### src/rtl/clock_pkg.sv
// Shared BCD time definitions for the alarm clock: field limits and positions,
// alarm FSM encoding and BCD helpers used by the timekeeper, display mux and entry stage.
package clock_pkg;

    localparam int TIME_W  = 24;
    localparam int FIELD_W = 8;

    localparam int HH_LSB = 16;
    localparam int MM_LSB = 8;
    localparam int SS_LSB = 0;

    localparam logic [FIELD_W-1:0] HOUR_MAX = 8'h23;
    localparam logic [FIELD_W-1:0] MIN_MAX  = 8'h59;
    localparam logic [FIELD_W-1:0] SEC_MAX  = 8'h59;

    typedef logic [TIME_W-1:0]  bcd_time_t;
    typedef logic [FIELD_W-1:0] bcd_field_t;

    typedef enum logic {
        IDLE = 1'b0,
        RING = 1'b1
    } alarm_state_t;

    function automatic bcd_field_t hh_field(input bcd_time_t t);
        return t[HH_LSB +: FIELD_W];
    endfunction

    function automatic bcd_field_t mm_field(input bcd_time_t t);
        return t[MM_LSB +: FIELD_W];
    endfunction

    function automatic bcd_field_t ss_field(input bcd_time_t t);
        return t[SS_LSB +: FIELD_W];
    endfunction

    // With both digits legal BCD, a plain binary compare orders fields like decimals.
    function automatic logic valid_field(input bcd_field_t f, input bcd_field_t max);
        return (f[3:0] <= 4'd9) && (f[7:4] <= 4'd9) && (f <= max);
    endfunction

    function automatic logic valid_time(input bcd_time_t t);
        return valid_field(hh_field(t), HOUR_MAX) &&
               valid_field(mm_field(t), MIN_MAX)  &&
               valid_field(ss_field(t), SEC_MAX);
    endfunction

    function automatic bcd_field_t field_next(input bcd_field_t f, input bcd_field_t max);
        bcd_field_t r;
        if (f == max)
            r = '0;
        else if (f[3:0] == 4'd9)
            r = {f[7:4] + 4'd1, 4'd0};
        else
            r = {f[7:4], f[3:0] + 4'd1};
        return r;
    endfunction

endpackage

### src/rtl/bcd_time_counter.sv
// Running 24-hour BCD time register with parallel load and a one-second
// cascade increment (SS -> MM -> HH, wrapping 23:59:59 to 00:00:00).
module bcd_time_counter
    import clock_pkg::*;
(
    input  logic              CLK100MHZ,
    input  logic              reset,
    input  logic              load,
    input  logic [TIME_W-1:0] load_value,
    input  logic              tick,
    output logic [TIME_W-1:0] ctime
);

    logic              ss_wrap;
    logic              mm_wrap;
    logic [TIME_W-1:0] ctime_inc;

    always_comb begin
        ss_wrap   = (ss_field(ctime) == SEC_MAX);
        mm_wrap   = (mm_field(ctime) == MIN_MAX);
        ctime_inc = ctime;
        ctime_inc[SS_LSB +: FIELD_W] = field_next(ss_field(ctime), SEC_MAX);
        if (ss_wrap)
            ctime_inc[MM_LSB +: FIELD_W] = field_next(mm_field(ctime), MIN_MAX);
        if (ss_wrap && mm_wrap)
            ctime_inc[HH_LSB +: FIELD_W] = field_next(hh_field(ctime), HOUR_MAX);
    end

    // A load in the same cycle as a tick takes priority and swallows the tick.
    always_ff @(posedge CLK100MHZ or posedge reset) begin
        if (reset)
            ctime <= '0;
        else if (load)
            ctime <= load_value;
        else if (tick)
            ctime <= ctime_inc;
    end

endmodule

### src/rtl/alarm_time_keeper.sv
// Timekeeping and alarm core: synchronises the entry-stage strobes, validates loads,
// runs the one-second prescaler and the IDLE/RING alarm FSM. The load strobe is new_req
// because `new` is a reserved word.
module alarm_time_keeper
    import clock_pkg::*;
#(
    parameter int TICKS_PER_SEC = 100_000_000,
    parameter int ALARM_LEN     = 60
) (
    input  logic              CLK100MHZ,
    input  logic              reset,
    input  logic [TIME_W-1:0] itime,
    input  logic              set,
    input  logic              new_req,
    input  logic              alarm_off,
    output logic [TIME_W-1:0] ctime,
    output logic [TIME_W-1:0] atime,
    output logic              alarm_en,
    output logic              alarm,
    output logic              sec_pulse,
    output logic              err
);

    localparam int PS_W = (TICKS_PER_SEC > 1) ? $clog2(TICKS_PER_SEC) : 1;
    localparam int RC_W = (ALARM_LEN > 1) ? $clog2(ALARM_LEN) : 1;
    localparam logic [PS_W-1:0] PS_LAST   = PS_W'(TICKS_PER_SEC - 1);
    localparam logic [RC_W-1:0] RING_LAST = RC_W'(ALARM_LEN - 1);

    logic [2:0]        new_sync;
    logic [1:0]        set_sync;
    logic [2:0]        off_sync;
    logic              new_edge;
    logic              new_rise;
    logic              off_rise;
    logic [TIME_W-1:0] itime_hold;
    logic              set_hold;

    logic              load_ok;
    logic              clock_load;
    logic              alarm_load;

    logic [PS_W-1:0]   prescaler;
    logic              wrap;
    logic              tick;

    alarm_state_t      state;
    logic [RC_W-1:0]   ring_cnt;
    logic              ctime_match;

    assign new_edge = new_sync[1] & ~new_sync[2];

    // itime/set are captured while new is still guaranteed high, so a short strobe is safe.
    always_ff @(posedge CLK100MHZ or posedge reset) begin
        if (reset) begin
            new_sync   <= '0;
            set_sync   <= '0;
            off_sync   <= '0;
            new_rise   <= 1'b0;
            off_rise   <= 1'b0;
            itime_hold <= '0;
            set_hold   <= 1'b0;
        end else begin
            new_sync <= {new_sync[1:0], new_req};
            set_sync <= {set_sync[0], set};
            off_sync <= {off_sync[1:0], alarm_off};
            new_rise <= new_edge;
            off_rise <= off_sync[1] & ~off_sync[2];
            if (new_edge) begin
                itime_hold <= itime;
                set_hold   <= set_sync[1];
            end
        end
    end

    assign load_ok     = valid_time(itime_hold);
    assign clock_load  = new_rise & load_ok & ~set_hold;
    assign alarm_load  = new_rise & load_ok & set_hold;
    assign wrap        = (prescaler == PS_LAST);
    assign tick        = wrap & ~clock_load;
    assign ctime_match = (ctime == atime);

    always_ff @(posedge CLK100MHZ or posedge reset) begin
        if (reset) begin
            prescaler <= '0;
            sec_pulse <= 1'b0;
            err       <= 1'b0;
            atime     <= '0;
            alarm_en  <= 1'b0;
        end else begin
            sec_pulse <= tick;
            err       <= new_rise & ~load_ok;
            if (clock_load || wrap)
                prescaler <= '0;
            else
                prescaler <= prescaler + PS_W'(1);
            if (alarm_load) begin
                atime    <= itime_hold;
                alarm_en <= 1'b1;
            end
        end
    end

    bcd_time_counter u_time_counter (
        .CLK100MHZ  (CLK100MHZ),
        .reset      (reset),
        .load       (clock_load),
        .load_value (itime_hold),
        .tick       (tick),
        .ctime      (ctime)
    );

    // Matching is judged one cycle after the tick, against the freshly incremented ctime.
    always_ff @(posedge CLK100MHZ or posedge reset) begin
        if (reset) begin
            state    <= IDLE;
            ring_cnt <= '0;
            alarm    <= 1'b0;
        end else begin
            case (state)
                IDLE: begin
                    if (sec_pulse && alarm_en && ctime_match && !off_rise) begin
                        state    <= RING;
                        ring_cnt <= '0;
                        alarm    <= 1'b1;
                    end
                end
                RING: begin
                    if (off_rise || alarm_load || (sec_pulse && ring_cnt == RING_LAST)) begin
                        state <= IDLE;
                        alarm <= 1'b0;
                    end else if (sec_pulse) begin
                        ring_cnt <= ring_cnt + RC_W'(1);
                    end
                end
            endcase
        end
    end

endmodule

### config.mk
export PLATFORM = sky130hd
export DESIGN_NAME = alarm_time_keeper
export DESIGN_NICKNAME = d
export VERILOG_FILES = /design/src/rtl/clock_pkg.sv /design/src/rtl/bcd_time_counter.sv /design/src/rtl/alarm_time_keeper.sv
export SDC_FILE = /design/constraint.sdc
export NUM_CORES = 1
export LEC_CHECK = 0
export CAP_MARGIN = 10
export CORE_ASPECT_RATIO = 0.7
export CORE_MARGIN = 3
export CORE_UTILIZATION = 33
export DETAILED_ROUTE_END_ITERATION = 6
export GPL_TIMING_DRIVEN = 0
export PLACE_DENSITY = 0.5
export SLEW_MARGIN = 20
export SYNTH_ARGS = -nofsm -noshare
export SYNTH_HDL_FRONTEND = slang
export SYNTH_HIERARCHICAL = 1
export SYNTH_SLANG_ARGS = --single-unit
export TNS_END_PERCENT = 20
### constraint.sdc
create_clock -name CLK100MHZ -period 4.5 [get_ports CLK100MHZ]
set_clock_uncertainty 0.05 [all_clocks]
set_input_delay 1.35 -clock CLK100MHZ [delete_from_list [all_inputs] [get_ports CLK100MHZ]]
set_output_delay 1.35 -clock CLK100MHZ [all_outputs]
set_load 0.005 [all_outputs]
* After elaboration in Yosys (flattened, before gate mapping)
Cells that the tools add are included.
** Word-level totals
- Register bits :: 121
- Input bits :: 29
- Output and inout port bits :: 52
** Cells by class
- $add $sub $neg :: 8
- Order comparisons :: 9
- Equality and inequality tests :: 13
- Mux-type cells :: 21
- Bitwise operators :: 13
- Reduce and logical (&&, ||, !) cells :: 30
** Operators with widths (count)
- two-way mux 8 bit :: 8
- two-way mux 24 bit :: 2
- adder 27 x 1 -> 27 bit (second input constant) :: 1
- == test 27 bit (second input constant) :: 1
- two-way mux 27 bit :: 1
- adder 4 x 1 -> 4 bit (second input constant) :: 6
- == test 24 bit :: 1
- <= comparator 4 bit (second input constant) :: 6
- two-way mux 6 bit :: 3
- == test 8 x 7 -> 1 bit (second input constant) :: 2
- <= comparator 8 x 7 -> 1 bit (second input constant) :: 2
- logical AND 1 bit :: 13
- == test 4 bit (second input constant) :: 3
- case mux 6 bit (2 select lines) :: 1
- AND reduction 3 bit :: 3
- nonzero test 3 bit :: 3
- == test 8 x 6 -> 1 bit (second input constant) :: 1
- <= comparator 8 x 6 -> 1 bit (second input constant) :: 1
- AND reduction 2 bit :: 4
- AND 1 bit :: 7
- adder 6 x 1 -> 6 bit (second input constant) :: 1
- == test 6 bit (second input constant) :: 1
- != test 2 bit (second input constant) :: 3
- NOT 1 bit :: 6
- 6 further kinds :: 14

* Longest topological paths before layout
Gate-level depths: netlist of the first run.
- Depth after elaboration :: 11
- Depth in mapped cells :: 11
- Depth with buffers taken out :: 10

* By module
Netlist of the first run, hierarchy kept.
** Modules (own cells, without submodules)
- alarm_time_keeper :: times used 1, cells an instance 339, area each 4230.3 um^2, sequential area each 2427.3 um^2
- bcd_time_counter :: times used 1, cells an instance 174, area each 1616.6 um^2, sequential area each 600.6 um^2

* Worst setup path before layout of the first run
Ideal clock, no wire load.
- Kind :: register to register
- From :: register prescaler[0]
- To :: register u_time_counter.ctime[21]
- Data arrival time :: 2.646 ns
- Setup slack :: 1.679 ns
- Cell stages (with the launch flop) :: 11
- Path buffers :: 0
- Cells stage by stage :: dfrtp_1 ha_1 nand3_1 nor2_2 nand2_1 or3_1 nor2_1 nand4b_4 o41ai_4 nand2_2 mux2_4
** On the way
- Word-level cells in the longest chain between the ends :: 4
** Ends and longest elaborated chain
- start: declaration :: line alarm_time_keeper.sv:42 : logic [PS_W-1:0] prescaler;
- start signal: assignment :: line alarm_time_keeper.sv:95 : prescaler <= prescaler + PS_W'(1);
- == test 27 bit :: line alarm_time_keeper.sv:78 : assign wrap = (prescaler == PS_LAST);
- AND 1 bit :: line alarm_time_keeper.sv:79 : assign tick = wrap & ~clock_load;
- via tick :: line alarm_time_keeper.sv:44 : logic tick;
- nonzero test 2 bit (no source line)
- AND reduction 3 bit (no source line)
- end signal: assignment :: line bcd_time_counter.sv:34 : ctime <= load_value;
- end signal: assignment :: line bcd_time_counter.sv:36 : ctime <= ctime_inc;
- end: declaration :: line bcd_time_counter.sv:11 : output logic [TIME_W-1:0] ctime
The timed path passes the listed nets, and every way through them passes these cells.
A chain may end at the register's enable or synchronous reset.

* Final worst setup path of the first run
Ends and elaborated chain as after synthesis.

==> results.json, run 1 <==
{
  "std_cell_rows": 40,
  "setup_viol_count_final": 0,
  "cts_num_sinks": 121,
  "timing.hold.ws_ps": 297,
  "wl_per_cell_um": 17.6,
  "root_buffer": "sky130_fd_sc_hd__clkbuf_16",
  "per_cell_via_count_in_the_routed_design": 5.01,
  "power_density_mw_per_mm2": 415,
  "largest_net_degree_at_the_start_of_global_routing": 60,
  "worstMarginPinSlew_ps": 831,
  "ir_drop_mv": 0.205,
  "clk-insertion-delay-late_ps": 410,
  "fp.dieW_um": 165,
  "run_status": "finished, final reports clean",
  "antenna_found_initial": 0,
  "synth_edf_count": 0,
  "worst_slew_margin_rel": 0.446,
  "wire_length_of_the_first_global_routing_pass_mm": 24.1,
  "die-height_um": 117,
  "synth_largest_type_area_fraction": 0.518,
  "post-dp-hpwl_mm": 11.0,
  "timing.final.max_slew_violations": 0,
  "numPortBuffers": 80,
  "design.core.area_mm2": 0.0173,
  "synthMostInstantiatedCell": "sky130_fd_sc_hd__dfrtp_1",
  "final.setup.tns_ps": 0,
  "postSynthRegisterBits": 121,
  "clkTransAtPathRegs_ps": 60,
  "grt.total_usage": 0.163,
  "cell_area_synth_mm2": 0.00585,
  "ys_top_cells_by_area": "sky130_fd_sc_hd__dfrtp_1 (52%), sky130_fd_sc_hd__mux2_2 (8.9%), sky130_fd_sc_hd__xor2_1 (4.5%), sky130_fd_sc_hd__ha_1 (3.0%), sky130_fd_sc_hd__xnor2_1 (3.0%)",
  "detailroute.via_count": 4294,
  "first_global_vias": 4276,
  "dieArea_mm2": 0.0194,
  "cts_inserted_buffers": 17,
  "arrival_ps": 3710,
  "final_net_count": 656,
  "cts.repair_timing.setup_buffer_count": 0,
  "final_period_minus_worst_setup_slack_ps": 3460,
  "hold_path.class": "reg2reg",
  "final_layout_size_suffix_gt1_frac": 0.169,
  "netlist_instances": 513,
  "cts_tree": "built",
  "detailedRoute.firstPassIterationCount": 5,
  "leakage_nw": 3.43,
  "area_delta_synth_final_pct": 29.6,
  "htree_levels": 4,
  "fin_hold_viols": 0,
  "ctsResizeCount": 0,
  "setup_repair_after_global_routing_missed_its_margin": "no",
  "ys.flop_type": "sky130_fd_sc_hd__dfrtp_1",
  "top_ports": 81,
  "yosys.cell_types.count": 60,
  "global_route.overflow_total": 0,
  "antennaDiodeCount": 0,
  "maxCapViolCount": 0,
  "sequential_fraction_of_the_synthesis_area": 0.518,
  "postRouteAntennaNets": 0,
  "critical_path.max_fanout": 6,
  "syn_area_per_cell_um2": 11.4,
  "synth_commonest_cells": "sky130_fd_sc_hd__dfrtp_1 (121), sky130_fd_sc_hd__mux2_2 (46), sky130_fd_sc_hd__nor2_1 (42)",
  "post-route-period-util": 0.769,
  "synth_area_leader_cell": "sky130_fd_sc_hd__dfrtp_1",
  "gpl_congestion": 0.831,
  "start_util": 0.339,
  "cts_hold_buffers_added": 0,
  "start_kind": "register",
  "wirelength_mm": 15.1,
  "required_ps": 4740,
  "max-clock-path-buffers": 2,
  "detail_route.drc_violations": 0,
  "clock.fmax_mhz": 289,
  "rrSetupSlack_ps": 1040,
  "synth-warning-count": 6,
  "critical_setup_path_class": "reg2reg",
  "synthArstFlopShare": 1.00,
  "postSynthNetCount": 556,
  "setup.worst_path.end_class": "register",
  "drt-initial-drc-count": 321
}
==> cell usage in the layout, fill, tap and decap left out, drive strengths merged, types with 9 or more instances in the layout <==
master         count
nor2              43
and3               9
o21ai             20
nand3             29
mux2              47
a21oi             15
clkdlybuf4s50     80
nand2             29
buf               11
ha                14
xor2              30
clkbuf            23
inv               18
xnor2             20
dfrtp            121
nand4             11
==> cells by family after synthesis <==
logic type,count (synthesis),synth area share
buffers and inverters,32,0.0248
and+or+nand+nor,174,0.168
DFF,121,0.518
AOI/OAI and AO/OA,75,0.0929
adders and majority gates,14,0.0300
xor gates and xnor gates,50,0.0749
muxes,47,0.0912
==> per-stage QoR <==
step	setup WS (ps)	util	instances	power, mW	cell area, µm²
after CTS	1000	0.439	857	3.19	7580
after detailed placement	1020	0.404	825	1.77	6970
final	1040	0.439	857	3.15	7580
after global routing	773	0.439	857	3.30	7580
after global placement	-1060	0.402	824	1.75	6940
after floorplan	566	-	513	1.56	5850
==> path summary, 6_finish.rpt <==
path                         startpoint                        to  cells after the start
max in group asynchronous         reset             prescaler[13]                      3
max reg2reg                prescaler[0]  u_time_counter/ctime[21]                     10
min in group asynchronous         reset                  atime[4]                      2
min                         set_sync[0]               set_sync[1]                      0
max                        prescaler[0]  u_time_counter/ctime[21]                     10
min reg2reg                 set_sync[0]               set_sync[1]                      0
==> where the power goes <==
group          total [mW]  internal [mW]  leakage [nW]  switching (mW)
clock                1.40          0.887         0.293           0.512
sequential           1.33           1.20          1.59           0.138
combinational       0.416          0.237          1.55           0.180
total                3.15           2.32          3.43           0.830
==> sequential cells by signal, summed over array words and instances, names as in the netlist, 2 cells and up <==
name and flops:
set_sync 2, new_sync 3, off_sync 3, atime 24, prescaler 27, ring_cnt 6, itime_hold 24, u_time_counter/ctime 24
==> critical path, cell delays in order (launching register included) <==
cell                       delay, ps
sky130_fd_sc_hd__dfrtp_1         390
sky130_fd_sc_hd__ha_1            200
sky130_fd_sc_hd__nand3_1         160
sky130_fd_sc_hd__nor2_2          260
sky130_fd_sc_hd__nand2_1         120
sky130_fd_sc_hd__or3_1           420
sky130_fd_sc_hd__nor2_1          480
sky130_fd_sc_hd__nand4b_4        220
sky130_fd_sc_hd__o41ai_4         550
sky130_fd_sc_hd__nand2_2         160
sky130_fd_sc_hd__mux2_4          320
==> final cells by class <==
cell class	instances	area, µm²
sequential	121	3030
buffer	15	81.3
clock buffer	18	439
fill	1608	9690
clock inverter	14	171
multi-input combinational	360	2670
timing repair buffer	81	828
tap	231	289
inverter	17	68.8
==> routing by layer <==
metal | GRT usage | routed length [µm]
met3 | 0.0427 | 896
met1 | 0.248 | 7610
met2 | 0.224 | 6420
met4 | 0.0487 | 165
met5 | 0 | 0
Note: power is estimated with default switching activity, not from simulation.
==> run 2: changes to the inputs <==
--- a/config.mk
+++ b/config.mk
@@ -11,7 +11,7 @@
 export CORE_UTILIZATION = 33
 export DETAILED_ROUTE_END_ITERATION = 6
 export GPL_TIMING_DRIVEN = 0
-export PLACE_DENSITY = 0.5
+export PLACE_DENSITY = 0.52
 export SLEW_MARGIN = 20
 export SYNTH_ARGS = -nofsm -noshare
 export SYNTH_HDL_FRONTEND = slang
==> constraint.sdc (replaced) <==
create_clock -name CLK100MHZ -period 3.15 [get_ports CLK100MHZ]
set_clock_uncertainty 0.05 [all_clocks]
set_input_delay 0.945 -clock CLK100MHZ [delete_from_list [all_inputs] [get_ports CLK100MHZ]]
set_output_delay 0.945 -clock CLK100MHZ [all_outputs]
set_load 0.005 [all_outputs]
==> results.json, run 2 (synthesis results as in run 1) <==
{
  "critical_path.max_fanout": 4,
  "arrival_ps": 3210,
  "maxCapViolCount": 0,
  "number_of_cells_in_the_design_after_placement": 827,
  "design.core.area_mm2": 0.0173,
  "critical-path-top-delay-family": "simple AND/OR/NAND/NOR gates",
  "worstMarginPinSlew_ps": 792,
  "hold_path.startpoint": "set_sync[0]",
  "hold_path.class": "reg2reg",
  "critical_path.max_stage_delay_ps": 430,
  "ff2ff_path_depth": 11,
  "power_density_mw_per_mm2": 584,
  "drt-initial-drc-count": 233,
  "p_total_mw": 4.48,
  "timing.final.max_slew_violations": 0,
  "setup_viol_count_final": 0,
  "post-route-period-util": 0.941,
  "htree_levels": 4,
  "area_delta_synth_final_pct": 31.1,
  "detail_route.drc_violations": 0,
  "rrSetupSlack_ps": 180,
  "cts_hold_buffers_added": 0,
  "fp.dieW_um": 165,
  "die-height_um": 117,
  "antennaDiodeCount": 0,
  "cp_cell_sequence": "ha_1 -> nand3_2 -> nor2_4 -> nand2_1 -> or3_4 -> nor2_4 -> nand4b_4 -> o41ai_4 -> buf_4 -> nand2_2 -> mux2_4",
  "final_layout_size_suffix_gt1_frac": 0.179,
  "placed_cell_area_mm2": 0.00701,
  "dieArea_mm2": 0.0194,
  "critical_setup_path_class": "reg2reg",
  "required_ps": 3390,
  "per_cell_via_count_in_the_routed_design": 5.05,
  "finish.instance_area_mm2": 0.00766,
  "start_kind": "register",
  "std_cell_rows": 40,
  "root_buffer": "sky130_fd_sc_hd__clkbuf_16",
  "max-clock-path-buffers": 2,
  "global_route.overflow_total": 0,
  "antenna_found_initial": 0,
  "critical-path-slowest-cell": "sky130_fd_sc_hd__or3_4",
  "regToRegStartpoint": "prescaler[0]",
  "final-instance-count-excl-fill": 862,
  "cpMostUsedCell": "sky130_fd_sc_hd__nor2_4",
  "clock.fmax_mhz": 337,
  "final_critical_path_setup_slack_ps": 184,
  "grt.total_usage": 0.164,
  "first_global_vias": 4373,
  "clkTransAtPathRegs_ps": 60,
  "largest_net_degree_at_the_start_of_global_routing": 35,
  "run_status": "finished, final reports clean",
  "hold_path_end": "set_sync[1]",
  "leakage_nw": 3.47,
  "wl_per_cell_um": 17.5,
  "detailedRoute.firstPassIterationCount": 5,
  "worstPathBufferInverterCount": 1,
  "setup_repair_after_global_routing_missed_its_margin": "no",
  "crit-reg2reg-capture": "u_time_counter/ctime[21]",
  "regMostFlops": "prescaler",
  "place_ws_ps": -336,
  "worst_slew_margin_rel": 0.472,
  "post-dp-hpwl_mm": 11.1,
  "start_util": 0.339,
  "cts_inserted_buffers": 17,
  "largest_register_ff_count": 27,
  "top_ports": 81,
  "cts_tree": "built",
  "final_period_minus_worst_setup_slack_ps": 2970,
  "final.setup.tns_ps": 0,
  "gpl_congestion": 0.830,
  "clk-insertion-delay-late_ps": 420,
  "numPortBuffers": 80,
  "final_net_count": 662,
  "final_cell_mix": "sky130_fd_sc_hd__dfrtp_1 (121), sky130_fd_sc_hd__clkdlybuf4s50_1 (80), sky130_fd_sc_hd__mux2_2 (46), sky130_fd_sc_hd__nor2_1 (41), sky130_fd_sc_hd__xor2_1 (30)",
  "layout.cells.most_common": "sky130_fd_sc_hd__dfrtp_1",
  "detailroute.via_count": 4357,
  "ir_drop_mv": 0.261,
  "wirelength_mm": 15.1,
  "wire_length_of_the_first_global_routing_pass_mm": 24.4,
  "setup.worst_path.end_class": "register",
  "postRouteAntennaNets": 0,
  "hold_depth": 0,
  "cts_num_sinks": 121,
  "fin_hold_viols": 0
}
## run 2: power breakdown
group          switching (mW)  internal (mW)
registers               0.198           1.71
clock network           0.706           1.26
logic                   0.263          0.346
total                    1.17           3.31
## run 2: final cells by class
cell class | count | area [µm²]
tap | 231 | 289
multi-input combinational | 360 | 2710
sequential | 121 | 3030
timing repair buffer | 87 | 898
buffer | 15 | 81.3
clock inverter | 12 | 151
clock buffer | 19 | 443
fill | 1635 | 9600
inverter | 17 | 67.6
## run 2: what timing repair did
item	4_1_cts	5_1_grt
resized for setup	2	4
pin swaps	1	3
endpoints found under the setup margin	10	12
buffers inserted	0	4
## run 2: per-stage QoR
stage / hold slack, ps / util
6_report: 297 / 0.444
5_1_grt: 309 / 0.444
4_1_cts: 299 / 0.441
3_5_place_dp: 286 / 0.406
3_3_place_gp: 285 / 0.402
2_1_floorplan: 281 / -
## run 2: worst max-delay path by stage
stage                          endpoint  cells after the start  slack (ps)      startpoint
2_1_floorplan  u_time_counter/ctime[21]                     10         330    prescaler[0]
3_3_place_gp   u_time_counter/ctime[21]                     10        -290    prescaler[0]
3_5_place_dp   u_time_counter/ctime[21]                     10        -340    prescaler[0]
4_1_cts        u_time_counter/ctime[21]                     10          50    prescaler[0]
5_1_grt        u_time_counter/ctime[14]                      8          20  itime_hold[22]
6_report       u_time_counter/ctime[21]                     11         180    prescaler[0]
## run 2: metal layers
metal,track usage,vias to the layer above,wire [µm]
met4,0.0508,0,116
met2,0.220,101,6480
met3,0.0498,12,784
li1,-,2055,-
met5,0,-,0
met1,0.250,2189,7670
==> run 3: changes to the inputs <==
--- a/config.mk
+++ b/config.mk
@@ -8,10 +8,12 @@
 export CAP_MARGIN = 10
 export CORE_ASPECT_RATIO = 0.7
 export CORE_MARGIN = 3
-export CORE_UTILIZATION = 33
+export CORE_UTILIZATION = 50
+export CTS_CLUSTER_SIZE = 16
 export DETAILED_ROUTE_END_ITERATION = 6
 export GPL_TIMING_DRIVEN = 0
-export PLACE_DENSITY = 0.52
+export PLACE_DENSITY = 0.74
+export SKIP_LAST_GASP = 1
 export SLEW_MARGIN = 20
 export SYNTH_ARGS = -nofsm -noshare
 export SYNTH_HDL_FRONTEND = slang
==> results.json, run 3 (synthesis results as in run 1) <==
{
  "final.setup.tns_ps": 0,
  "worst_slew_margin_rel": 0.353,
  "final_layout_size_suffix_gt1_frac": 0.172,
  "finish.utilization": 0.669,
  "place_ws_ps": -270,
  "finish.instance_area_mm2": 0.00750,
  "final_net_count": 657,
  "run_status": "finished, final reports clean",
  "setup_repair_after_global_routing_missed_its_margin": "yes",
  "wl_per_cell_um": 18.0,
  "timing.hold.ws_ps": 298,
  "final_period_minus_worst_setup_slack_ps": 3040,
  "layout.cells.most_common": "sky130_fd_sc_hd__dfrtp_1",
  "clk-insertion-delay-late_ps": 410,
  "clock.fmax_mhz": 329,
  "post-dp-hpwl_mm": 10.1,
  "setup.worst_path.end_class": "register",
  "wirelength_mm": 14.0,
  "grt.total_usage": 0.226,
  "cts_inserted_buffers": 17,
  "dieArea_mm2": 0.0130,
  "ir_drop_mv": 0.453,
  "required_ps": 3390,
  "numPortBuffers": 80,
  "cp_cell_sequence": "ha_1 -> nand3_1 -> nor2_2 -> nand2_1 -> or3_1 -> nor2_4 -> nand4b_4 -> o41ai_4 -> nand2_2 -> mux2_4",
  "maxCapViolCount": 0,
  "arrival_ps": 3280,
  "ff2ff_path_depth": 10,
  "final_cell_mix": "sky130_fd_sc_hd__dfrtp_1 (121), sky130_fd_sc_hd__clkdlybuf4s50_1 (80), sky130_fd_sc_hd__mux2_2 (46), sky130_fd_sc_hd__nor2_1 (41), sky130_fd_sc_hd__xor2_1 (30)",
  "post-route-period-util": 0.965,
  "cts_hold_buffers_added": 0,
  "clkTransAtPathRegs_ps": 60,
  "htree_levels": 4,
  "fp.dieW_um": 135,
  "postRouteAntennaNets": 0,
  "gpl_congestion": 0.832,
  "antennaDiodeCount": 0,
  "std_cell_rows": 32,
  "antenna_found_initial": 0,
  "power_density_mw_per_mm2": 591,
  "global_route.overflow_total": 0,
  "hold_path.class": "reg2reg",
  "cts_num_sinks": 121,
  "critical_path.max_fanout": 6,
  "timing.final.max_slew_violations": 0,
  "first_global_vias": 4323,
  "worstPathBufferInverterCount": 0,
  "detailedRoute.firstPassIterationCount": 5,
  "design.core.area_mm2": 0.0112,
  "placed_cell_area_mm2": 0.00688,
  "largest_register_ff_count": 27,
  "final_critical_path_setup_slack_ps": 110,
  "detail_route.drc_violations": 0,
  "start_kind": "register",
  "area_delta_synth_final_pct": 28.2,
  "start_util": 0.522,
  "path_depth": 10,
  "per_cell_via_count_in_the_routed_design": 5.67,
  "root_buffer": "sky130_fd_sc_hd__clkbuf_16",
  "top_ports": 81,
  "hold_depth": 0,
  "wire_length_of_the_first_global_routing_pass_mm": 22.7,
  "critical_path.max_stage_delay_ps": 450,
  "critical-path-slowest-cell": "sky130_fd_sc_hd__or3_1",
  "critical-path-top-delay-family": "simple AND/OR/NAND/NOR gates",
  "rrSetupSlack_ps": 110,
  "largest_net_degree_at_the_start_of_global_routing": 37,
  "regMostFlops": "prescaler",
  "drt-initial-drc-count": 300,
  "worstMarginPinSlew_ps": 969,
  "critical_setup_path_class": "reg2reg",
  "cts_tree": "built",
  "leakage_nw": 3.42,
  "setup_viol_count_final": 0,
  "die-height_um": 96.5,
  "fin_hold_viols": 0,
  "max-clock-path-buffers": 2,
  "detailroute.via_count": 4419
}
## run 3: power by group
group | switching (mW) | total, mW | internal (mW)
clock | 0.719 | 1.93 | 1.21
combinational | 0.253 | 0.593 | 0.340
sequential | 0.200 | 1.91 | 1.71
total | 1.17 | 4.43 | 3.26
## run 3: through the flow
step                total power, mW  instances
global placement               2.48        746
CTS                            4.46        780
global route                   4.62        780
finish                         4.43        780
floorplan                      2.23        513
detailed placement             2.52        748
## run 3: worst paths after layout
kind                               from                        to
max                        prescaler[0]  u_time_counter/ctime[21]
min                         off_sync[0]               off_sync[1]
min in group asynchronous         reset                  atime[3]
max in group asynchronous         reset  u_time_counter/ctime[18]
max reg2reg                prescaler[0]  u_time_counter/ctime[21]
min reg2reg                 off_sync[0]               off_sync[1]
## run 3: repair_timing
item	in CTS	in global routing
gates resized for setup	2	2
pin swaps	1	0
endpoints found under the setup margin	10	7
setup buffers	0	0
## run 3: layer usage
layer / GRT usage / vias to the layer above / routed length [µm]
met3: 0.0580 / 23 / 922
li1: - / 2032 / -
met1: 0.317 / 2197 / 6330
met4: 0.0713 / 0 / 201
met2: 0.348 / 167 / 6590
met5: 0 / - / 0
## run 3: final cells by class
cell class,instances,area (µm²)
clock buffer,19,453
fill,825,3710
sequential,121,3030
inverter,17,67.6
clock inverter,13,143
tap,153,191
timing repair buffer,82,841
multi-input combinational,360,2690
buffer,15,81.3
